===== config.mk =====
export PLATFORM = sky130hd
export DESIGN_NAME = shiftreg_dyn_rx
export DESIGN_NICKNAME = d
export VERILOG_FILES = /design/src/rtl/shiftreg_dyn_rx.sv
export SDC_FILE = /design/constraint.sdc
export NUM_CORES = 1
export LEC_CHECK = 0
export BUFFER_PORTS_ARGS = -buffer_cell sky130_fd_sc_hd__clkbuf_2
export CORE_MARGIN = 2
export CORE_UTILIZATION = 45
export DETAILED_ROUTE_END_ITERATION = 6
export PLACE_DENSITY = 0.69
export SLEW_MARGIN = 20
export SYNTH_ARGS = -nofsm -noshare
export SYNTH_HDL_FRONTEND = slang
export SYNTH_SLANG_ARGS = --single-unit
export TNS_END_PERCENT = 30

===== constraint.sdc =====
create_clock -name CLK -period 1.9 [get_ports CLK]
set_clock_uncertainty 0.1 [all_clocks]
set_input_delay 0.285 -clock CLK [delete_from_list [all_inputs] [get_ports CLK]]
set_output_delay 0.285 -clock CLK [all_outputs]
set_load 0.02 [all_outputs]

===== src/rtl/shiftreg_dyn_rx.sv =====
// Receive endpoint of the dynamic shift-register configuration link: deserialises
// one MSB-first word, checks its length and commits it on the latch strobe.
module shiftreg_dyn_rx #(
    parameter int                   SIZESRDYN   = 16,
    parameter logic [SIZESRDYN-1:0] DYN_RST_VAL = '0,
    parameter int                   CNT_W       = 8
) (
    input  logic                 CLK,
    input  logic                 RST_N,
    input  logic                 sel_dyn,
    input  logic                 sel_stat,
    input  logic                 en_fin,
    input  logic                 signal_in,
    input  logic                 clr_err,
    output logic [SIZESRDYN-1:0] dyn_cfg,
    output logic                 cfg_valid,
    output logic [CNT_W-1:0]     frame_cnt,
    output logic                 len_err,
    output logic                 proto_err,
    output logic                 busy
);

    localparam int            CW       = $clog2(SIZESRDYN + 2);
    localparam logic [CW-1:0] CNT_FULL = CW'(SIZESRDYN);
    localparam logic [CW-1:0] CNT_MAX  = CW'(SIZESRDYN + 1);

    typedef enum logic [1:0] {IDLE, SHIFT, DONE} state_t;

    state_t                 state_reg, state_next;
    logic [SIZESRDYN-1:0]   dyn_sr_reg;
    logic [CW-1:0]          bit_cnt_reg;
    logic [SIZESRDYN-1:0]   dyn_cfg_reg;
    logic                   cfg_valid_reg;
    logic [CNT_W-1:0]       frame_cnt_reg;
    logic                   len_err_reg;
    logic                   proto_err_reg;
    logic                   busy_reg;

    logic shift_cond;
    logic do_shift, do_commit, set_len, set_proto, clr_sr, clr_cnt;

    assign shift_cond = sel_dyn & ~sel_stat & ~en_fin;

    always_ff @(posedge CLK) begin
        if (!RST_N) begin
            state_reg <= IDLE;
        end else begin
            state_reg <= state_next;
        end
    end

    always_comb begin
        state_next = state_reg;
        do_shift   = 1'b0;
        do_commit  = 1'b0;
        set_len    = 1'b0;
        set_proto  = 1'b0;
        clr_sr     = 1'b0;
        clr_cnt    = 1'b0;
        case (state_reg)
            IDLE: begin
                if (shift_cond) begin
                    do_shift   = 1'b1;
                    state_next = SHIFT;
                end else if (sel_stat && !sel_dyn) begin
                    set_len = 1'b1;
                end
            end
            SHIFT: begin
                if (en_fin) begin
                    set_proto  = 1'b1;
                    clr_cnt    = 1'b1;
                    state_next = IDLE;
                end else if (sel_dyn && !sel_stat) begin
                    do_shift = 1'b1;
                end else if (!sel_dyn && sel_stat) begin
                    state_next = DONE;
                    if (bit_cnt_reg == CNT_FULL) begin
                        do_commit = 1'b1;
                    end else begin
                        set_len = 1'b1;
                    end
                end else if (sel_dyn && sel_stat) begin
                    set_proto  = 1'b1;
                    clr_sr     = 1'b1;
                    clr_cnt    = 1'b1;
                    state_next = IDLE;
                end else begin
                    set_proto  = 1'b1;
                    clr_cnt    = 1'b1;
                    state_next = IDLE;
                end
            end
            DONE: begin
                // sel_dyn with en_fin high is the sequencer's post-load wait
                if (!sel_dyn && !en_fin && !sel_stat) begin
                    clr_cnt    = 1'b1;
                    state_next = IDLE;
                end
            end
            default: begin
                clr_cnt    = 1'b1;
                state_next = IDLE;
            end
        endcase
    end

    always_ff @(posedge CLK) begin
        if (!RST_N) begin
            dyn_sr_reg    <= '0;
            bit_cnt_reg   <= '0;
            dyn_cfg_reg   <= DYN_RST_VAL;
            cfg_valid_reg <= 1'b0;
            frame_cnt_reg <= '0;
            len_err_reg   <= 1'b0;
            proto_err_reg <= 1'b0;
            busy_reg      <= 1'b0;
        end else begin
            if (clr_sr) begin
                dyn_sr_reg <= '0;
            end else if (do_shift) begin
                dyn_sr_reg <= {dyn_sr_reg[SIZESRDYN-2:0], signal_in};
            end

            if (clr_cnt) begin
                bit_cnt_reg <= '0;
            end else if (do_shift && bit_cnt_reg != CNT_MAX) begin
                bit_cnt_reg <= bit_cnt_reg + 1'b1;
            end

            cfg_valid_reg <= do_commit;
            if (do_commit) begin
                dyn_cfg_reg   <= dyn_sr_reg;
                frame_cnt_reg <= frame_cnt_reg + 1'b1;
            end

            // a new error on the same edge as clr_err leaves the flag set
            len_err_reg   <= set_len   | (len_err_reg   & ~clr_err);
            proto_err_reg <= set_proto | (proto_err_reg & ~clr_err);
            busy_reg      <= (state_next != IDLE);
        end
    end

    assign dyn_cfg   = dyn_cfg_reg;
    assign cfg_valid = cfg_valid_reg;
    assign frame_cnt = frame_cnt_reg;
    assign len_err   = len_err_reg;
    assign proto_err = proto_err_reg;
    assign busy      = busy_reg;

endmodule


Yosys cells after proc, flatten, opt, wreduce, memory -nomap -nowiden
Index checks and enable logic that the tools add are counted.

Register bits after elaboration: 51. Input port bits: 7. Output and inout bits: 28. Word-level logic and storage cells: 71.

Mux-type cells: 33. Bitwise logic cells: 10. Eq/ne operators: 4. Reductions and logical operators: 13. Add/sub/neg operators: 2.

Operators with widths (number): 1-bit 2-to-1 mux (24); 2-bit 2-to-1 mux (5); 8-bit by 1-bit adder with 8-bit output, second input constant (1); 1-bit logical AND (6); 2-bit case mux with 3 select lines (1); 5-bit by 1-bit adder with 5-bit output, second input constant (1); 5-bit equality test, second input constant (1); 5-bit != test, second input constant (1); 1-bit AND (4); 1-bit inverter (4); 1-bit case mux with 2 select lines (2); 2-bit OR reduction (2); 1-bit zero test (3); 1-bit case mux with 3 select lines (1); 2-bit by 1-bit equality test with 1-bit output, second input constant (1); 2-bit equality test, second input constant (1); 2-bit zero test (1); 1-bit bitwise OR (2); 2-bit nonzero test (1).

Logic depth before layout (Yosys ltp)
Gate-level depths: netlist of run 1.

Word-level depth: 7. Mapped depth: 8. Gate-level depth less buffers: 6.

Least setup slack after synthesis of run 1
OpenSTA, ideal clock, no wires.

Path type: register -> register. Start point: register bit_cnt_reg[0]. End point: register cfg_valid_reg (netlist: cfg_valid). Data arrival time: 1.456 ns. Stages on the path, launching flop included: 8. Path buffers: 2. Period minus slack after synthesis: 1.671 ns. Path slack: 0.229 ns. Data required time: 1.685 ns. Library setup time: 0.115 ns. Cell sequence: dfxtp_1 > inv_1 > ha_1 > and4bb_1 > and3_1 > buf_2 > buf_4 > and2_1.

Longest elaborated chain between the ends: 6.

Ends and longest elaborated chain: start: declaration (line 31) `logic [CW-1:0] bit_cnt_reg;`; start signal: assignment (line 128) `bit_cnt_reg <= bit_cnt_reg + 1'b1;`; 5-bit equality test (line 78) `if (bit_cnt_reg == CNT_FULL) begin`; 1-bit 2-to-1 mux (line 78); 1-bit 2-to-1 mux (line 76) `end else if (!sel_dyn && sel_stat) begin`; 1-bit 2-to-1 mux (line 74) `end else if (sel_dyn && !sel_stat) begin`; 1-bit 2-to-1 mux (line 70) `if (en_fin) begin`; 1-bit 2-to-1 mux (line 60) `case (state_reg)`; end signal: assignment (line 131) `cfg_valid_reg <= do_commit;`; end: declaration (line 33) `logic cfg_valid_reg;`.

No other way between the ends. A chain may end at the register's enable or synchronous reset.

Final worst setup path of run 1
Start point: register bit_cnt_reg[1]. End point: register frame_cnt_reg[7] (netlist: frame_cnt[7]).

Longest elaborated chain between the ends: 6.

Ends and longest elaborated chain: 5-bit equality test (line 78); 1-bit 2-to-1 mux (line 78); 1-bit 2-to-1 mux (line 76); 1-bit 2-to-1 mux (line 74); 1-bit 2-to-1 mux (line 70); 1-bit 2-to-1 mux (line 60); end signal: assignment (line 134) `frame_cnt_reg <= frame_cnt_reg + 1'b1;`; end: declaration (line 34) `logic [CNT_W-1:0] frame_cnt_reg;`.

No other way between the ends.

==> flow_summary.json, run 1 <==
{
  "firstDrtPassIters": 4,
  "grt_antenna_before_repair": 0,
  "tns_ns": 0,
  "period_minus_slack_ns": 1.734,
  "status": "completed",
  "viasPerCell": 5.081,
  "vias": 1687,
  "clkLatencyLatePin_ns": 0.31,
  "power.density_nw_per_um2": 815.6,
  "cts_buffer_depth": 2,
  "track_usage_pct": 16.11,
  "placed_area_um2": 2364,
  "rrSetupSlack_ns": 0.17,
  "synthDistinctLibCells": 36,
  "syn_avg_cell_area_um2": 8.738,
  "grt-ovfl-total": 0,
  "hold_depth": 3,
  "end_kind": "flip-flop",
  "start_kind": "flip-flop",
  "tightest_slew_ns": 0.3409,
  "die_y_um": 72.55,
  "nNetsFinal": 293,
  "post-route-period-util_pct": 91.27,
  "yosys_most_used_dff": "dfxtp_1",
  "numCtsBuffers": 5,
  "synth_nets": 256,
  "pin_count": 35,
  "path_clk_slew_ns": 0.09,
  "synth_seq_cells": 51,
  "diodes": 0,
  "place_congestion": 0.7893,
  "drive_above_1_share_pct": 19.29,
  "max_freq_mhz": 576.7,
  "cts_root_buf": "clkbuf_8",
  "syn2layout_area_growth_pct": 18.05,
  "path_buf_inv": 1,
  "vdd_ir_drop_max_v": 0.0003366,
  "place_hpwl_um": 2727,
  "crit_required_ns": 2.04,
  "syn_area_um2": 2115,
  "drtIter0Drc": 80,
  "ff2ff_path_depth": 6,
  "drc": 0,
  "drv_cap": 0,
  "clock-sinks": 51,
  "grt_max_degree": 25,
  "cts_tree": "yes",
  "floorplan.initialDensity_pct": 47.58,
  "dieArea_um2": 5264,
  "final-max-slew-violation-count": 0,
  "final_hold_viol_count": 0,
  "avgRoutedWirePerCell_um": 11.67,
  "critPathKind": "flip-flop to flip-flop",
  "grt_pass1_wl_um": 6658,
  "fin_area_um2": 2496,
  "drt-total-wl_um": 3875,
  "slowest_stage": "or3_1",
  "hp-class": "input pin to flip-flop",
  "slew_headroom_pct": 77.03,
  "yosysWarnings": 0,
  "die_w_um": 72.55,
  "synth_edf_count": 0,
  "core_area_um2": 4444,
  "cts_hold_buf": 0,
  "async_flop_share_pct": 0,
  "ant_nets": 0,
  "crit_family": "simple AND/OR/NAND/NOR gates",
  "setup_viol": 0,
  "synth_cells": 242,
  "leakagePower_nw": 0.9833,
  "cp_slowest_stage_delay_ns": 0.38,
  "arrival_ns": 1.88,
  "min_from": "signal_in",
  "portBuffers": 34,
  "rsz0062_at_grt": "false",
  "min_to": "dyn_sr_reg[0]",
  "worstPathCellList": "inv_1 -> ha_1 -> and4bb_2 -> nand4_2 -> or3_1 -> a21boi_1",
  "r2r_start": "bit_cnt_reg[1]",
  "critPathMaxFanout": 6,
  "ys_seq_area_share_pct": 48.28,
  "htree_levels": 2,
  "core.rowCount": 24,
  "grt_pass1_vias": 1536,
  "timing.rr.end": "frame_cnt[7]"
}
==> final cells by class <==
| type | instances | area (um^2) |
|---|---|---|
| clock inverters | 2 | 60.06 |
| fillers | 429 | 1948 |
| flip-flops and latches | 51 | 1021 |
| multi-input cells | 175 | 1023 |
| repair buffers | 41 | 235.2 |
| inverters | 5 | 18.77 |
| well taps | 52 | 65.06 |
| clock buffers | 6 | 72.57 |
==> through the flow <==
stage	setup WS (ns)	util [%]	total power, mW	hold WS (ns)	std cells
after floorplan	0.2291	-	1.155	0.3210	242
after global placement	0.1002	53.18	1.182	0.3448	324
after detailed placement	0.01789	53.18	1.183	0.3454	324
after CTS	0.1188	56.17	2.070	0.09185	332
after global routing	0.02581	56.17	2.113	0.09945	332
final	0.1660	56.17	2.036	0.1019	332
==> cell families (layout without fill, tap and decap cells) <==
group / Yosys count / count (layout) / share of synthesized area (%)
simple gates: 112 / 112 / 25.27
buf+inv: 16 / 54 / 3.550
mux: 2 / 2 / 0.9468
fa+ha+maj: 7 / 7 / 4.142
xor+xnor: 8 / 8 / 3.314
compound gates: 46 / 46 / 14.50
flops: 51 / 51 / 48.28
==> worst min-delay path, delay by kind of cell <==
family	cells	cell delay, ns
AND/OR/NAND/NOR	1	0.05
AO/OA/AOI/OAI	1	0.05
buffers and inverters	1	0.08
==> cell usage in the layout (no fill, tap or decap), types with 2 or more instances in the layout <==
cell | netlist | final
bufinv_16 | 0 | 2
ha_1 | 7 | 7
a21boi_0 | 2 | 2
and3_1 | 4 | 4
xnor2_1 | 6 | 6
clkbuf_8 | 0 | 5
nand2b_1 | 4 | 4
mux2i_1 | 2 | 2
nor2_1 | 7 | 7
clkbuf_2 | 0 | 34
a21boi_1 | 19 | 19
inv_1 | 5 | 5
or3_1 | 2 | 2
buf_4 | 1 | 6
and2_1 | 7 | 7
xor2_1 | 2 | 2
a21oi_1 | 16 | 16
nand2_1 | 72 | 72
nand4_1 | 4 | 4
nor2b_1 | 2 | 2
dfxtp_1 | 51 | 51
o21ai_0 | 5 | 5
nand3_1 | 2 | 2
==> cells in the mapped netlist, types with 2 or more instances <==
cell type / count / area share [%]
and2_1: 7 / 2.1
or3_1: 2 / 0.59
nor2_1: 7 / 1.2
xor2_1: 2 / 0.83
nand2_1: 72 / 13
inv_1: 5 / 0.89
xnor2_1: 6 / 2.5
ha_1: 7 / 4.1
o21ai_0: 5 / 1.2
and3_1: 4 / 1.2
clkbuf_1: 5 / 0.89
a21boi_1: 19 / 6.7
buf_2: 3 / 0.71
nand3_1: 2 / 0.47
a21oi_1: 16 / 3.8
mux2i_1: 2 / 0.95
nor2b_1: 2 / 0.59
nand2b_1: 4 / 1.2
a21boi_0: 2 / 0.71
dfxtp_1: 51 / 48
nand4_1: 4 / 1.2
==> metal layers <==
metal | part of all wire [%] | wire [um] | GRT usage (%)
met1 | 50 | 1950 | 20.94
met2 | 44 | 1688 | 24.65
met3 | 3.8 | 146 | 4.306
met4 | 2.3 | 90 | 8.025
met5 | 0 | 0 | 0
==> report_power, final <==
group	total, mW	leakage [nW]	internal, mW	switching (mW)
registers	1.08	0.411	1.07	0.00442
clock network	0.878	0.0654	0.526	0.352
logic	0.0799	0.507	0.0315	0.0484
==> worst max-delay path by stage <==
stage / cells past startpoint / from / endpoint / slack [ns]
after global routing: 6 / bit_cnt_reg[1] / frame_cnt[5] / 0.03
after global placement: 7 / sel_stat / frame_cnt[5] / 0.10
final: 6 / bit_cnt_reg[1] / frame_cnt[7] / 0.17
after CTS: 6 / bit_cnt_reg[0] / frame_cnt[7] / 0.12
after detailed placement: 7 / sel_stat / frame_cnt[7] / 0.02
after floorplan: 7 / bit_cnt_reg[0] / cfg_valid / 0.23
==> what timing repair did <==
item,in CTS,in global routing
gates resized for setup,0,1
endpoints found under the setup margin,0,2
buffers inserted,0,0
No activity file was read; power rests on OpenSTA's default activity.
==> inputs of run 2 (changes only) <==
--- a/config.mk
+++ b/config.mk
@@ -6,7 +6,6 @@
 export NUM_CORES = 1
 export LEC_CHECK = 0
 export BUFFER_PORTS_ARGS = -buffer_cell sky130_fd_sc_hd__clkbuf_2
-export CORE_MARGIN = 2
 export CORE_UTILIZATION = 45
 export DETAILED_ROUTE_END_ITERATION = 6
 export PLACE_DENSITY = 0.69
==> run 2 against run 1 <==
The run now ends with DRC left; cell count did not move; worst hold slack improved by 0.0060 ns; die area down 5.4%; sequential power about the same; largest power group unchanged.
==> flow_summary.json, run 2 (synthesis results as in run 1) <==
{
  "cts_root_buf": "clkbuf_8",
  "drt-total-wl_um": 3940,
  "violations": "DRC",
  "numCtsBuffers": 5,
  "leakagePower_nw": 0.9791,
  "syn2layout_area_growth_pct": 17.34,
  "layout_commonest_cell": "nand2_1",
  "clock-sinks": 51,
  "final-max-slew-violation-count": 0,
  "cts_tree": "yes",
  "power_frac_comb_pct": 4.1,
  "tightest_slew_ns": 0.3624,
  "vdd_ir_drop_max_v": 0.0003810,
  "final_cell_mix": "nand2_1 (72), dfxtp_1 (51), clkbuf_2 (34)",
  "swShare_pct": 21.02,
  "cts_buffer_depth": 2,
  "p_switching_mw": 0.4074,
  "timing.rr.end": "frame_cnt[7]",
  "crit_required_ns": 2.04,
  "layout_setup_ws_ns": 0.1866,
  "drv_cap": 0,
  "post-place-ws_ns": 0.006468,
  "diodes": 0,
  "grt_max_degree": 25,
  "path_clk_slew_ns": 0.09,
  "cts_setup_buffers": 0,
  "grt-ovfl-total": 0,
  "place_congestion": 0.7486,
  "rsz0062_at_grt": "false",
  "arrival_ns": 1.86,
  "core_area_um2": 4444,
  "viasPerCell": 5.006,
  "placed_area_um2": 2364,
  "end_kind": "flip-flop",
  "drtIter0Drc": 87,
  "die_y_um": 70.55,
  "place_hpwl_um": 2785,
  "tns_ns": 0,
  "final_hold_viol_count": 0,
  "htree_levels": 2,
  "grt_pass1_vias": 1542,
  "hp-class": "input pin to flip-flop",
  "portBuffers": 34,
  "fin_util_pct": 55.83,
  "post-route-period-util_pct": 90.18,
  "vias": 1662,
  "core.rowCount": 24,
  "max_freq_mhz": 583.6,
  "hold_depth": 3,
  "firstDrtPassIters": 7,
  "die_w_um": 70.55,
  "setup_viol": 0,
  "power.density_nw_per_um2": 781.2,
  "ant_nets": 0,
  "slew_headroom_pct": 75.79,
  "p_int_mw": 1.531,
  "drive_above_1_share_pct": 19.64,
  "start_kind": "flip-flop",
  "fin_area_um2": 2481,
  "multiInputGateArea_um2": 1023,
  "drc": 6,
  "grt_pass1_wl_um": 6851,
  "grt_antenna_before_repair": 0,
  "clkLatencyLatePin_ns": 0.31,
  "r2r_start": "bit_cnt_reg[0]",
  "dieArea_um2": 4977,
  "critical_path.startpoint": "bit_cnt_reg[0]",
  "critPathMaxFanout": 6,
  "status": "complete, but fails checks",
  "avgRoutedWirePerCell_um": 11.87,
  "seq_area_um2": 1021,
  "ff2ff_path_depth": 6,
  "seqPwrFrac_pct": 55.6,
  "pin_count": 35,
  "track_usage_pct": 17.58,
  "nNetsFinal": 293,
  "min_to": "dyn_sr_reg[0]",
  "critPathKind": "flip-flop to flip-flop",
  "n_fill_cell": 433,
  "rrSetupSlack_ns": 0.19,
  "clkPwrFrac_pct": 40.3,
  "floorplan.initialDensity_pct": 47.58,
  "min_from": "signal_in",
  "period_minus_slack_ns": 1.713
}
-- run 2: how the worst max path moves through the flow --
stage / endpoint / slack (ns) / depth (start not counted)
after CTS: frame_cnt[7] / 0.13 / 6
final: frame_cnt[7] / 0.19 / 6
after floorplan: cfg_valid / 0.23 / 7
after detailed placement: frame_cnt[7] / 0.006 / 7
after global routing: frame_cnt[7] / 0.06 / 6
after global placement: frame_cnt[5] / 0.10 / 7
-- run 2: power by group through the flow --
stage | registers, mW | clock network (mW) | logic, mW
after floorplan | 1.10 | 0 | 0.0501
after global placement | 1.10 | 0 | 0.0799
after detailed placement | 1.10 | 0 | 0.0804
after CTS | 1.08 | 0.803 | 0.0806
after global routing | 1.08 | 0.844 | 0.0889
final | 1.08 | 0.781 | 0.0797
-- run 2: repair_timing --
item / CTS / global route
endpoints found under the setup margin: 0 / 1
resized for setup: 0 / 1
hold buffers: 0 / 0
-- run 2: layout make-up --
type	count	share of cell area (%)
Clock buffer	6	3.328
Clock inverter	2	1.412
Inverter	5	0.7564
Multi-Input combinational cell	175	41.25
Sequential cell	51	41.15
Tap cell	52	2.622
Timing Repair Buffer	41	9.481
-- run 2: metrics by stage --
step | instances | power, mW | hold WS [ns]
final | 332 | 1.938 | 0.1078
after global routing | 332 | 2.012 | 0.1028
after CTS | 332 | 1.962 | 0.09510
after detailed placement | 324 | 1.183 | 0.3464
after global placement | 324 | 1.183 | 0.3426
after floorplan | 242 | 1.155 | 0.3210
-- run 2: per-layer routing --
metal	vias to the layer above	wire length, um	GRT usage (%)	part of all wire, %
met5	-	0	0	0
met4	0	68	7.111	1.7
met3	5	179	5.556	4.5
met1	747	1943	22.26	49
met2	34	1749	28.05	44
li1	876	-	-	-
-- run 2: critical path, stage by stage, from the launching register on --
cell	delay (ns)
dfxtp_1	0.36
inv_1	0.07
ha_1	0.14
and4bb_2	0.31
nand4_2	0.15
or3_1	0.38
a21boi_1	0.13
==> inputs of run 3 (changes only) <==
--- a/config.mk
+++ b/config.mk
@@ -8,7 +8,8 @@
 export BUFFER_PORTS_ARGS = -buffer_cell sky130_fd_sc_hd__clkbuf_2
 export CORE_UTILIZATION = 45
 export DETAILED_ROUTE_END_ITERATION = 6
-export PLACE_DENSITY = 0.69
+export GPL_TIMING_DRIVEN = 0
+export PLACE_DENSITY = 0.66
 export SLEW_MARGIN = 20
 export SYNTH_ARGS = -nofsm -noshare
 export SYNTH_HDL_FRONTEND = slang
==> run 3 against run 2 <==
The flow still finishes with violations (DRC); sequential power about the same; register-to-register slack worse by 0.07 ns; via count up 3.2%; routed wire length up 5.8%; first-iteration DRC count up 8.0%; sequential share of layout area up 0.23 points; power down 2.4%; highest routed layer unchanged.
==> flow_summary.json, run 3 (synthesis results as in run 1) <==
{
  "status": "complete, but fails checks",
  "violations": "DRC",
  "htree_levels": 2,
  "period_minus_slack_ns": 1.782,
  "die_w_um": 70.55,
  "start_kind": "flip-flop",
  "rsz0062_at_grt": "false",
  "rrSetupSlack_ns": 0.12,
  "place_hpwl_um": 2979,
  "cp-endpoint": "cfg_valid",
  "ff2ff_path_depth": 7,
  "ant_nets": 0,
  "timing.rr.end": "cfg_valid",
  "drv_cap": 0,
  "leakagePower_nw": 0.9651,
  "r2r_start": "bit_cnt_reg[0]",
  "grt_antenna_before_repair": 0,
  "drc": 10,
  "crit_required_ns": 2.01,
  "n_fill_cell": 436,
  "max_freq_mhz": 561.1,
  "whs_ns": 0.1233,
  "vdd_ir_drop_max_v": 0.0003594,
  "slew_headroom_pct": 71.32,
  "vias": 1716,
  "cts_tree": "yes",
  "diodes": 0,
  "arrival_ns": 1.89,
  "hp-class": "input pin to flip-flop",
  "post-route-period-util_pct": 93.80,
  "tightest_slew_ns": 0.4292,
  "path_clk_slew_ns": 0.09,
  "core.rowCount": 24,
  "power.density_nw_per_um2": 766.3,
  "final-max-slew-violation-count": 0,
  "grt-ovfl-total": 0,
  "drtIter0Drc": 94,
  "critical_path.startpoint": "bit_cnt_reg[0]",
  "dieArea_um2": 4977,
  "finalNonFillerCells": 334,
  "cts_buffer_depth": 2,
  "clkLatencyLatePin_ns": 0.30,
  "place_congestion": 0.7784,
  "setup_viol": 0,
  "cts_root_buf": "clkbuf_8",
  "drive_above_1_share_pct": 18.79,
  "die_y_um": 70.55,
  "end_kind": "flip-flop",
  "critPathMaxFanout": 10,
  "floorplan.initialDensity_pct": 47.58,
  "grt_max_degree": 16,
  "cts_hold_buf": 0,
  "grt_pass1_wl_um": 7251,
  "portBuffers": 34,
  "layout_commonest_cell": "nand2_1",
  "numCtsBuffers": 5,
  "clock-sinks": 51,
  "viasPerCell": 5.138,
  "avgRoutedWirePerCell_um": 12.48,
  "nNetsFinal": 296,
  "core_area_um2": 4444,
  "dp.cells": 328,
  "firstDrtPassIters": 6,
  "track_usage_pct": 18.57,
  "final_cell_mix": "nand2_1 (72), dfxtp_1 (51), clkbuf_2 (35)",
  "drt-total-wl_um": 4169,
  "final_hold_viol_count": 0,
  "pin_count": 35,
  "syn2layout_area_growth_pct": 16.69,
  "grt_pass1_vias": 1612,
  "critPathKind": "flip-flop to flip-flop"
}
## run 3: worst min path at each step
stage / endpoint / slack [ns] / start / cells after the start
detailed placement: dyn_cfg[7] / 0.34 / dyn_cfg[7] / 2
finish: dyn_sr_reg[0] / 0.12 / signal_in / 3
floorplan: dyn_sr_reg[0] / 0.32 / signal_in / 2
global route: dyn_sr_reg[0] / 0.12 / signal_in / 3
CTS: dyn_sr_reg[0] / 0.10 / signal_in / 3
global placement: dyn_cfg[4] / 0.34 / dyn_cfg[4] / 2
## run 3: what timing repair did
action / 4_1_cts / 5_1_grt
setup buffers: 0 / 0
setup endpoints to repair: 10 / 23
cloned: 0 / 0
resized for setup: 1 / 6
## run 3: area by class of cell
cell class,instances,area (um^2),share of cell area (%)
multi-input cells,175,1027,41.63
flip-flops and latches,51,1021,41.38
repair buffers,34,170.2,6.897
clock buffers,5,68.82,2.789
well taps,52,65.06,2.637
plain buffers,10,58.81,2.383
clock inverters,2,37.54,1.521
inverters,5,18.77,0.7606
## run 3: routing by layer
layer  wire length, um  vias up  track usage [%]
li1                  -      882                -
met1              2126      789            23.65
met2              1778       38            30.74
met3               171        7            3.419
met4                92        0            8.667
met5                 0        -                0
## run 3: critical path, stage by stage, from the launching register on
cell	delay, ns
dfxtp_1	0.42
inv_1	0.07
ha_1	0.20
and4bb_4	0.24
and3_1	0.14
clkbuf_4	0.18
buf_4	0.19
and2_1	0.15
## run 3: where the power goes
part,internal [mW],switching (mW),leakage [nW]
clock,0.385,0.346,0.0502
combinational,0.0310,0.0515,0.504
sequential,1.07,0.00451,0.411
total,1.49,0.402,0.965
## run 3: stage by stage
step	setup TNS [ns]	utilization, %	worst slack (ns)	power, mW	cell area [um^2]
after global routing	0	55.52	0.006145	1.961	2467
after CTS	0	55.38	0.01556	1.918	2461
final	0	55.52	0.1178	1.891	2467
after detailed placement	-2.968	52.87	-0.1799	1.185	2350
after global placement	-2.730	52.87	-0.1528	1.184	2350
after floorplan	0	-	0.2291	1.155	2115
